`src/rtl/wb_arb_pkg.sv`:
```
// Shared definitions for the Wishbone arbiters: FSM state encoding and
// one-hot helpers used by the round-robin arbiter and future interconnect arbiters.
package wb_arb_pkg;

    typedef enum logic {
        ST_IDLE  = 1'b0,
        ST_GRANT = 1'b1
    } arb_state_t;

    localparam int MAX_MASTERS = 8;
    localparam int MAX_IDX_W   = $clog2(MAX_MASTERS);

    // Index of the set bit of a one-hot vector; zero when no bit is set.
    function automatic logic [MAX_IDX_W-1:0] onehot_to_idx(input logic [MAX_MASTERS-1:0] vec);
        logic [MAX_IDX_W-1:0] idx;
        idx = '0;
        for (int i = 0; i < MAX_MASTERS; i++) begin
            if (vec[i]) begin
                idx = idx | MAX_IDX_W'(i);
            end
        end
        return idx;
    endfunction

endpackage

```
`src/rtl/wb_rr_pick.sv`:
```
// Combinational rotating-priority picker: grants the first requester found
// searching upward from last_ptr+1 with wrap-around.
module wb_rr_pick #(
    parameter  int N     = 2,
    localparam int PTR_W = (N > 1) ? $clog2(N) : 1
) (
    input  logic [N-1:0]     req,
    input  logic [PTR_W-1:0] last_ptr,
    output logic [N-1:0]     gnt
);

    logic found;

    // Two passes avoid a modulo on a non-power-of-two N: first the masters
    // above the last winner, then wrap to the ones at or below it.
    always_comb begin
        // NOTE: every combinational output gets a default before any branch,
        // otherwise the untaken paths would infer latches.
        gnt   = '0;
        found = 1'b0;
        for (int j = 0; j < N; j++) begin
            if (!found && req[j] && (j > int'(last_ptr))) begin
                gnt[j] = 1'b1;
                found  = 1'b1;
            end
        end
        for (int j = 0; j < N; j++) begin
            if (!found && req[j] && (j <= int'(last_ptr))) begin
                gnt[j] = 1'b1;
                found  = 1'b1;
            end
        end
    end

endmodule

```
`src/rtl/wb_rr_arbiter.sv`:
```
// Round-robin Wishbone classic arbiter sharing one slave between NUM_MASTERS
// masters, with a stalled-strobe watchdog that terminates the cycle with err.
module wb_rr_arbiter
    import wb_arb_pkg::*;
#(
    parameter int NUM_MASTERS    = 2,
    parameter int ADDR_WIDTH     = 32,
    parameter int DATA_WIDTH     = 32,
    parameter int TIMEOUT_CYCLES = 255
) (
    input  logic                                clk_i,
    input  logic                                rst_n_i,
    input  logic [NUM_MASTERS-1:0]              m_cyc_i,
    input  logic [NUM_MASTERS-1:0]              m_stb_i,
    input  logic [NUM_MASTERS-1:0]              m_we_i,
    input  logic [NUM_MASTERS*ADDR_WIDTH-1:0]   m_adr_i,
    input  logic [NUM_MASTERS*DATA_WIDTH-1:0]   m_dat_i,
    input  logic [NUM_MASTERS*DATA_WIDTH/8-1:0] m_sel_i,
    output logic [DATA_WIDTH-1:0]               m_dat_o,
    output logic [NUM_MASTERS-1:0]              m_ack_o,
    output logic [NUM_MASTERS-1:0]              m_err_o,
    output logic                                s_cyc_o,
    output logic                                s_stb_o,
    output logic                                s_we_o,
    output logic [ADDR_WIDTH-1:0]               s_adr_o,
    output logic [DATA_WIDTH-1:0]               s_dat_o,
    output logic [DATA_WIDTH/8-1:0]             s_sel_o,
    input  logic [DATA_WIDTH-1:0]               s_dat_i,
    input  logic                                s_ack_i,
    input  logic                                s_err_i,
    output logic [NUM_MASTERS-1:0]              grant_o
);

    localparam int SEL_WIDTH = DATA_WIDTH / 8;
    localparam int PTR_W     = (NUM_MASTERS > 1) ? $clog2(NUM_MASTERS) : 1;
    localparam int CNT_W     = (TIMEOUT_CYCLES > 0) ? $clog2(TIMEOUT_CYCLES + 1) : 1;

    localparam logic             WD_EN    = (TIMEOUT_CYCLES > 0);
    localparam logic [CNT_W-1:0] CNT_MAX  = CNT_W'(TIMEOUT_CYCLES);
    localparam logic [CNT_W-1:0] CNT_LAST = (TIMEOUT_CYCLES > 0) ? CNT_W'(TIMEOUT_CYCLES - 1) : '0;

    arb_state_t             state, state_d;
    logic [NUM_MASTERS-1:0] grant_q, grant_d, pick_gnt;
    logic [PTR_W-1:0]       last_q, last_d;
    logic [CNT_W-1:0]       wd_cnt, wd_cnt_d;
    logic                   timeout_q, timeout_d;

    logic                   sel_cyc, sel_stb;
    logic                   slave_ack, slave_err;

    wb_rr_pick #(
        .N (NUM_MASTERS)
    ) u_pick (
        .req      (m_cyc_i),
        .last_ptr (last_q),
        .gnt      (pick_gnt)
    );

    // grant_q is zero outside GRANT, so this AND-OR mux drives all zeros in IDLE.
    always_comb begin
        sel_cyc = 1'b0;
        sel_stb = 1'b0;
        s_we_o  = 1'b0;
        s_adr_o = '0;
        s_dat_o = '0;
        s_sel_o = '0;
        for (int i = 0; i < NUM_MASTERS; i++) begin
            if (grant_q[i]) begin
                sel_cyc = sel_cyc | m_cyc_i[i];
                sel_stb = sel_stb | m_stb_i[i];
                s_we_o  = s_we_o  | m_we_i[i];
                s_adr_o = s_adr_o | m_adr_i[i*ADDR_WIDTH +: ADDR_WIDTH];
                s_dat_o = s_dat_o | m_dat_i[i*DATA_WIDTH +: DATA_WIDTH];
                s_sel_o = s_sel_o | m_sel_i[i*SEL_WIDTH +: SEL_WIDTH];
            end
        end
    end

    assign s_cyc_o = sel_cyc;
    // The timeout cycle withdraws the strobe so a late ack cannot complete it.
    assign s_stb_o = sel_cyc & sel_stb & ~timeout_q;

    assign slave_ack = s_ack_i & s_stb_o;
    assign slave_err = s_err_i & s_stb_o;

    assign m_ack_o = grant_q & {NUM_MASTERS{slave_ack}};
    assign m_err_o = grant_q & {NUM_MASTERS{slave_err | timeout_q}};
    assign m_dat_o = s_dat_i;
    assign grant_o = grant_q;

    always_comb begin
        state_d = state;
        grant_d = grant_q;
        last_d  = last_q;
        case (state)
            ST_IDLE: begin
                if (|m_cyc_i) begin
                    grant_d = pick_gnt;
                    state_d = ST_GRANT;
                end
            end
            ST_GRANT: begin
                // Only the owner's cyc matters; other masters wait for release.
                if (!sel_cyc) begin
                    grant_d = '0;
                    last_d  = PTR_W'(onehot_to_idx(MAX_MASTERS'(grant_q)));
                    state_d = ST_IDLE;
                end
            end
            default: begin
                grant_d = '0;
                state_d = ST_IDLE;
            end
        endcase
    end

    // A stalled strobe counts up; the cycle that would reach the limit arms the
    // timeout unless the slave answers in that same cycle.
    always_comb begin
        wd_cnt_d  = '0;
        timeout_d = 1'b0;
        if ((state == ST_GRANT) && s_stb_o && !s_ack_i && !s_err_i) begin
            wd_cnt_d  = (wd_cnt == CNT_MAX) ? wd_cnt : wd_cnt + 1'b1;
            timeout_d = WD_EN && (wd_cnt == CNT_LAST);
        end
    end

    // NOTE: sequential state uses non-blocking assignments only, so every
    // register samples the pre-edge values regardless of statement order.
    always_ff @(posedge clk_i or negedge rst_n_i) begin
        if (!rst_n_i) begin
            state     <= ST_IDLE;
            grant_q   <= '0;
            last_q    <= PTR_W'(NUM_MASTERS - 1);
            wd_cnt    <= '0;
            timeout_q <= 1'b0;
        end else begin
            state     <= state_d;
            grant_q   <= grant_d;
            last_q    <= last_d;
            wd_cnt    <= wd_cnt_d;
            timeout_q <= timeout_d;
        end
    end

endmodule
```
`config.mk`:
```
export PLATFORM = sky130hd
export DESIGN_NAME = wb_rr_arbiter
export DESIGN_NICKNAME = d
export VERILOG_FILES = /design/src/rtl/wb_arb_pkg.sv /design/src/rtl/wb_rr_pick.sv /design/src/rtl/wb_rr_arbiter.sv
export SDC_FILE = /design/constraint.sdc
export NUM_CORES = 1
export LEC_CHECK = 0
export ABC_AREA = 1
export CELL_PAD_IN_SITES_DETAIL_PLACEMENT = 0
export CELL_PAD_IN_SITES_GLOBAL_PLACEMENT = 1
export CORE_MARGIN = 3
export CORE_UTILIZATION = 12
export DETAILED_ROUTE_END_ITERATION = 12
export HOLD_SLACK_MARGIN = 0.15
export PLACE_DENSITY_LB_ADDON = 0.1
export REMOVE_ABC_BUFFERS = 1
export SYNTH_ARGS = -nofsm -noshare
export SYNTH_HDL_FRONTEND = slang
export SYNTH_SLANG_ARGS = --single-unit
```
`constraint.sdc`:
```
create_clock -name clk_i -period 1.5 [get_ports clk_i]
set_input_delay 0.225 -clock clk_i [delete_from_list [all_inputs] [get_ports clk_i]]
set_output_delay 0.225 -clock clk_i [all_outputs]
set_load 0.02 [all_outputs]
```
## After elaboration in Yosys (flattened, before gate mapping)

Cells that the tools add are included.

| cells by class | value |
|---|---|
| bitwise logic cells | 16 |
| equal/unequal tests | 5 |
| reductions and logical operators | 14 |
| muxes and demuxes | 26 |
| order comparisons | 2 |
| $add $sub $neg | 1 |

Operator list:

| cell | count |
|---|---|
| $mux 32 | 4 |
| $or 32x32->32 | 2 |
| $eq 8x8->1 const B | 2 |
| $mux 8 | 2 |
| $mux 1 | 14 |
| $add 8x1->8 const B | 1 |
| $mux 4 | 2 |
| $logic_and 1x1->1 | 7 |
| $ne 2x2->1 const B | 3 |
| $and 1x1->1 | 4 |
| $and 2x2->2 | 2 |
| $logic_not 1->1 | 4 |
| $mux 2 | 2 |
| $or 1x1->1 | 4 |
| $or 4x4->4 | 1 |
| $pmux 2 s2 | 1 |
| $reduce_and 2->1 | 2 |
| $not 1->1 | 3 |
| $pmux 1 s2 | 1 |
| $reduce_or 2->1 | 1 |
| $gt 1x1->1 const A | 1 |
| $le 1x1->1 const A | 1 |

| word-level totals | value |
|---|---|
| logic and storage cells | 69 |
| output and inout bits | 109 |
| register bits after elaboration | 13 |
| input port bits | 178 |

## Logic depth before layout (Yosys ltp)

| logic depth | value |
|---|---|
| word-level depth | 12 |
| depth in mapped cells | 9 |
| mapped depth without buffers | 9 |

## Cells and area by module

Synthesis repeated with hierarchy kept, for this count alone.

| unflattened totals | value |
|---|---|
| cell total of the unflattened synthesis | 227 |
| area total of the unflattened synthesis | 1781.7 sq um |

By module, submodules not included:

| module | area each (sq um) | sequential area each (sq um) | instances | cells each |
|---|---|---|---|---|
| wb_rr_arbiter | 1754.2 | 326.6 | 1 | 223 |
| wb_rr_pick | 27.5 | 0.0 | 1 | 4 |

## Worst setup path before layout

No wires, ideal clock.

| timing | value |
|---|---|
| path type | register to output |
| from | register grant_q[1], in the netlist grant_o[1] |
| to | output port m_ack_o[0] |
| arrival | 1.508 ns |
| path buffers | 0 |
| stages on the path, launching flop included | 7 |
| path slack | -0.233 ns |
| required time | 1.275 ns |
| cells stage by stage | dfrtp_1 -> nand2_1 -> nand2_1 -> nand2_1 -> nor2_2 -> nand2_1 -> nor2_1 |

| on the way | value |
|---|---|
| cells in the longest elaborated chain, start to end | 5 |
| elaborated cells on any way between the ends | 6 |
| classes of those cells | mux: 2; bitwise: 4 |

RTL lines:

| what | RTL line | RTL |
|---|---|---|
| from (decl) | wb_rr_arbiter.sv:43 | `logic [NUM_MASTERS-1:0] grant_q, grant_d, pick_gnt;` |
| from (signal assigned) | wb_rr_arbiter.sv:139 | `grant_q <= grant_d;` |
| $mux 1 | wb_rr_arbiter.sv:68 | `if (grant_q[i]) begin` |
| via s_cyc_o | wb_rr_arbiter.sv:22 | `output logic s_cyc_o,` |
| $and 1x1->1 (2 in series) | wb_rr_arbiter.sv:81 | `assign s_stb_o = sel_cyc & sel_stb & ~timeout_q;` |
| via s_stb_o | wb_rr_arbiter.sv:23 | `output logic s_stb_o,` |
| $and 1x1->1 | wb_rr_arbiter.sv:83 | `assign slave_ack = s_ack_i & s_stb_o;` |
| $and 2x2->2 | wb_rr_arbiter.sv:86 | `assign m_ack_o = grant_q & {NUM_MASTERS{slave_ack}};` |
| to (decl) | wb_rr_arbiter.sv:20 | `output logic [NUM_MASTERS-1:0] m_ack_o,` |

The timed path passes the listed nets, and every way through them passes these cells.

## Final worst setup path

| timing | value |
|---|---|
| from | register grant_q[0], in the netlist grant_o[0] |
| to | output port s_dat_o[5] |

| on the way | value |
|---|---|
| cells in the longest elaborated chain, start to end | 3 |

RTL lines:

| what | RTL line | RTL |
|---|---|---|
| $mux 32 (*) | wb_rr_arbiter.sv:68 |  |
| $or 32x32->32 | wb_rr_arbiter.sv:73 | `s_dat_o = s_dat_o \| m_dat_i[i*DATA_WIDTH +: DATA_WIDTH];` |
| $mux 32 (*) | wb_rr_arbiter.sv:68 |  |
| to (decl) | wb_rr_arbiter.sv:26 | `output logic [DATA_WIDTH-1:0] s_dat_o,` |

Mark *: on every way between the ends. The rest lies on a longest branch, timed or not.

==> impl_metrics.xml <==
<?xml version="1.0" encoding="UTF-8"?>
<metrics>
  <group name="pwr">
    <metric name="worst_voltage_drop_across_the_vdd_grid" unit="V">0.000375</metric>
    <metric name="pwr_density_cell" unit="nW/um^2">1570</metric>
    <metric name="fin_total_pwr" unit="mW">6.74</metric>
    <metric name="leakage" unit="nW">1.91</metric>
  </group>
  <group name="layout">
    <metric name="design.final.nets" unit="">615</metric>
    <metric name="layout_commonest_cell" unit="">sky130_fd_sc_hd__clkdlybuf4s50_1</metric>
    <metric name="final_cells" unit="">615</metric>
    <metric name="fill_cells" unit="">1475</metric>
    <metric name="multi_input_area" unit="um^2">1040</metric>
    <metric name="post_route_cells_drive_above_1_share" unit="%">28.8</metric>
    <metric name="most-common-layout-cells" unit="">144 x sky130_fd_sc_hd__clkdlybuf4s50_1, 69 x sky130_fd_sc_hd__a22o_1, 56 x sky130_fd_sc_hd__buf_6, 37 x sky130_fd_sc_hd__nand2_1, 17 x sky130_fd_sc_hd__clkdlybuf4s15_2</metric>
    <metric name="fin_util" unit="%">30.7</metric>
    <metric name="ff_latch_area" unit="um^2">329</metric>
    <metric name="synthToLayoutAreaGrowth" unit="%">149</metric>
  </group>
  <group name="synth">
    <metric name="synthSimpleGateAreaFrac" unit="%">19.2</metric>
    <metric name="seq_area_frac_synth" unit="%">18.9</metric>
    <metric name="postSynthRegisterBits" unit="">13</metric>
    <metric name="combinational_family_with_the_most_area_after_synthesis" unit="">compound AO/OA/AOI/OAI gates</metric>
    <metric name="avgSynthCellArea" unit="um^2">7.48</metric>
    <metric name="synth_cell_area" unit="um^2">1730</metric>
    <metric name="yosys.cell_types.count" unit="">20</metric>
    <metric name="number_of_flops_mapped_to_enable_cells_by_yosys" unit="">0</metric>
    <metric name="postSynth.asyncResetShare" unit="%">100</metric>
    <metric name="synthXorXnorAreaFrac" unit="%">0</metric>
    <metric name="synth_adder_area_share" unit="%">1.45</metric>
    <metric name="synth_compound_area_share" unit="%">37.7</metric>
    <metric name="postSynthCellCount" unit="">231</metric>
    <metric name="synth_top_flop_cell" unit="">sky130_fd_sc_hd__dfrtp_1</metric>
    <metric name="post_synth_mux_area_share" unit="%">0</metric>
    <metric name="synthesis.yosys.warnings" unit="">0</metric>
  </group>
  <group name="worst_setup_path">
    <metric name="reg2regPathDepth" unit="">8</metric>
    <metric name="cp_cell_sequence" unit="">buf_6 &gt; clkbuf_16 &gt; a22o_1 &gt; buf_6</metric>
    <metric name="slowest_delay" unit="ns">0.47</metric>
    <metric name="cell_at_the_slowest_stage_of_the_critical_path" unit="">sky130_fd_sc_hd__dfrtp_2</metric>
    <metric name="crit_path_frequent_cell" unit="">sky130_fd_sc_hd__buf_6</metric>
    <metric name="cp_capture_type" unit="">output pin</metric>
    <metric name="worstSetupStartpointType" unit="">flip-flop</metric>
    <metric name="required_time_of_the_critical_path" unit="ns">1.27</metric>
    <metric name="class_of_the_most_critical_setup_path" unit="">reg -&gt; out</metric>
    <metric name="cp.arrival" unit="ns">1.38</metric>
    <metric name="r2r_setup_slack" unit="ns">0.16</metric>
    <metric name="worst-path-max-fanout" unit="">9</metric>
  </group>
  <group name="global_route">
    <metric name="largest_net_degree_at_the_start_of_global_routing" unit="">21</metric>
    <metric name="grt_overflow" unit="">0</metric>
    <metric name="grt.total_usage" unit="%">15.3</metric>
    <metric name="antenna_found_initial" unit="">5</metric>
    <metric name="first_global_vias" unit="">2473</metric>
    <metric name="grt_first_pass_wirelength" unit="um">18300</metric>
  </group>
  <group name="min_path">
    <metric name="hp-class" unit="">in -&gt; async</metric>
  </group>
  <group name="place">
    <metric name="dp.final_hpwl" unit="um">11100</metric>
    <metric name="finalWeightedCongestion" unit="">0.831</metric>
    <metric name="portBuffers" unit="">222</metric>
    <metric name="pre_cts_ws" unit="ns">-0.638</metric>
    <metric name="post-place-cells" unit="">605</metric>
  </group>
  <group name="drt">
    <metric name="detail_route.drc_violations" unit="">0</metric>
    <metric name="detail_route.vias_per_cell" unit="">4.08</metric>
    <metric name="drt.antenna.violating_nets" unit="">0</metric>
    <metric name="drt_iter0_drc" unit="">78</metric>
    <metric name="dr.pass1.iters" unit="">4</metric>
    <metric name="dr_total_vias" unit="">2507</metric>
    <metric name="finalWirelength" unit="um">13100</metric>
    <metric name="wire_per_inst" unit="um">21.3</metric>
  </group>
  <group name="cts">
    <metric name="clk_pin_slew" unit="ns">0.05</metric>
    <metric name="cts_root_buffer" unit="">sky130_fd_sc_hd__clkbuf_16</metric>
    <metric name="cts_tree" unit="">done</metric>
    <metric name="number_of_clock_buffers_inserted_by_tritoncts" unit="">3</metric>
    <metric name="clock_insertion_delay_worst_skew" unit="ns">0.24</metric>
    <metric name="clockBufferDepth" unit="">2</metric>
    <metric name="clock_tree.htree_level_count" unit="">1</metric>
    <metric name="number_of_sinks_handled_by_clock_tree_synthesis" unit="">13</metric>
  </group>
  <group name="timing">
    <metric name="finalHoldWorstSlack" unit="ns">0.292</metric>
    <metric name="max_slew.worst_pin.slew" unit="ns">0.266</metric>
    <metric name="setup-violations-final" unit="">68</metric>
    <metric name="slew_limit_headroom" unit="%">82.2</metric>
    <metric name="max_freq" unit="GHz">0.623</metric>
    <metric name="final.period_utilization" unit="%">107</metric>
    <metric name="report.final.hold_viol_count" unit="">0</metric>
    <metric name="fin_worst_skew" unit="ns">0.00646</metric>
    <metric name="timing_max_transition_violations_final" unit="">0</metric>
    <metric name="timing.final.crit_period" unit="ns">1.61</metric>
    <metric name="worst_slack" unit="ns">-0.105</metric>
    <metric name="setup_repair_after_global_routing_missed_its_margin" unit="">yes</metric>
  </group>
  <group name="floorplanning">
    <metric name="io_pins" unit="">287</metric>
    <metric name="die_width" unit="um">126</metric>
    <metric name="core-area" unit="um^2">14000</metric>
    <metric name="initial_core_util" unit="%">12.4</metric>
    <metric name="die_height" unit="um">126</metric>
    <metric name="core.rowCount" unit="">43</metric>
    <metric name="design.die.area" unit="um^2">15900</metric>
  </group>
  <group name="status">
    <metric name="outcome" unit="">complete, but fails checks</metric>
    <metric name="failed_checks" unit="">negative setup slack</metric>
  </group>
  <group name="job">
    <metric name="reported_max_cap_violation_count" unit="">0</metric>
  </group>
</metrics>
flip-flops by register name (all words and copies together), names as in the netlist:
name / flops
grant_o: 2
state: 1
last_q: 1
wd_cnt: 8
timeout_q: 1
Yosys cell counts (3+ instances only):
cell                      number  share of area (%)
sky130_fd_sc_hd__a22o_1       69                 35
sky130_fd_sc_hd__nand2_1      42                9.1
sky130_fd_sc_hd__buf_4        34                 15
sky130_fd_sc_hd__inv_1        16                3.5
sky130_fd_sc_hd__buf_2        14                4.1
sky130_fd_sc_hd__dfrtp_1      12                 17
sky130_fd_sc_hd__nand3_1      12                3.5
sky130_fd_sc_hd__nor2_1       12                2.6
sky130_fd_sc_hd__nand2_2       3                1.1
sky130_fd_sc_hd__o21ai_0       3               0.87
routing by layer:
| layer | share of wire (%) | GRT usage (%) |
|---|---|---|
| met5 | 0.37 | 0.929 |
| met4 | 0.27 | 1.32 |
| met3 | 13 | 9.03 |
| met2 | 47 | 25.5 |
| met1 | 39 | 17.6 |
worst max-delay path, delay by kind of cell, from the launching register on:
kind	cells	cell delay, ns
AO/OA/AOI/OAI	1	0.22
buffers and inverters	3	0.46
flip-flops	1	0.47
cells by family (layout without fill, tap and decap cells):
logic type	count (synthesis)	in the layout
adders and majority gates	2	2
DFF	13	13
buffers and inverters	66	269
other	0	1
and+or+nand+nor	73	73
AOI/OAI and AO/OA	77	77
per-stage QoR:
step	TNS, ns	instance area, um^2
after floorplan	-63.56	1400
after global placement	-19.61	4030
after detailed placement	-19.44	4030
after CTS	-7.26	4030
after global routing	-8.59	4290
final	-5.02	4290
report_power, final:
group	total (mW)	switching [mW]	internal (mW)	leakage, nW
Sequential	0.508	0.0890	0.419	0.170
Clock	0.507	0.148	0.359	0.0382
Combinational	5.72	2.86	2.86	1.70
Total	6.74	3.10	3.64	1.91
path summary, 6_finish.rpt:
path | startpoint | to
min in group clk_i | m_cyc_i[1] | grant_o[1]$_DFFE_PN0P_
max | grant_o[0]$_DFFE_PN0P_ | s_dat_o[5]
min | rst_n_i | wd_cnt[3]$_DFFE_PN0P_
min reg2reg | last_q$_DFFE_PN1P_ | last_q$_DFFE_PN1P_
max in group asynchronous | rst_n_i | last_q$_DFFE_PN1P_
max reg2reg | grant_o[0]$_DFFE_PN0P_ | wd_cnt[6]$_DFFE_PN0P_
final cells by class:
type | count | share of cell area (%)
repair buffers | 247 | 59.3
well taps | 180 | 5.24
flip-flops and latches | 13 | 7.66
inverters | 18 | 1.57
diodes | 1 | 0.0583
clock buffers | 4 | 1.84
multi-input cells | 152 | 24.3
what timing repair did:
action / CTS / global route
buffers inserted: 1 / 3
cloned: 0 / 1
hold endpoints to repair: 0 / 0
hold buffers: 0 / 0
pin swaps: 2 / 4
gates resized for setup: 339 / 70
setup endpoints to repair: 77 / 74
(Power assumes the default switching activity.)
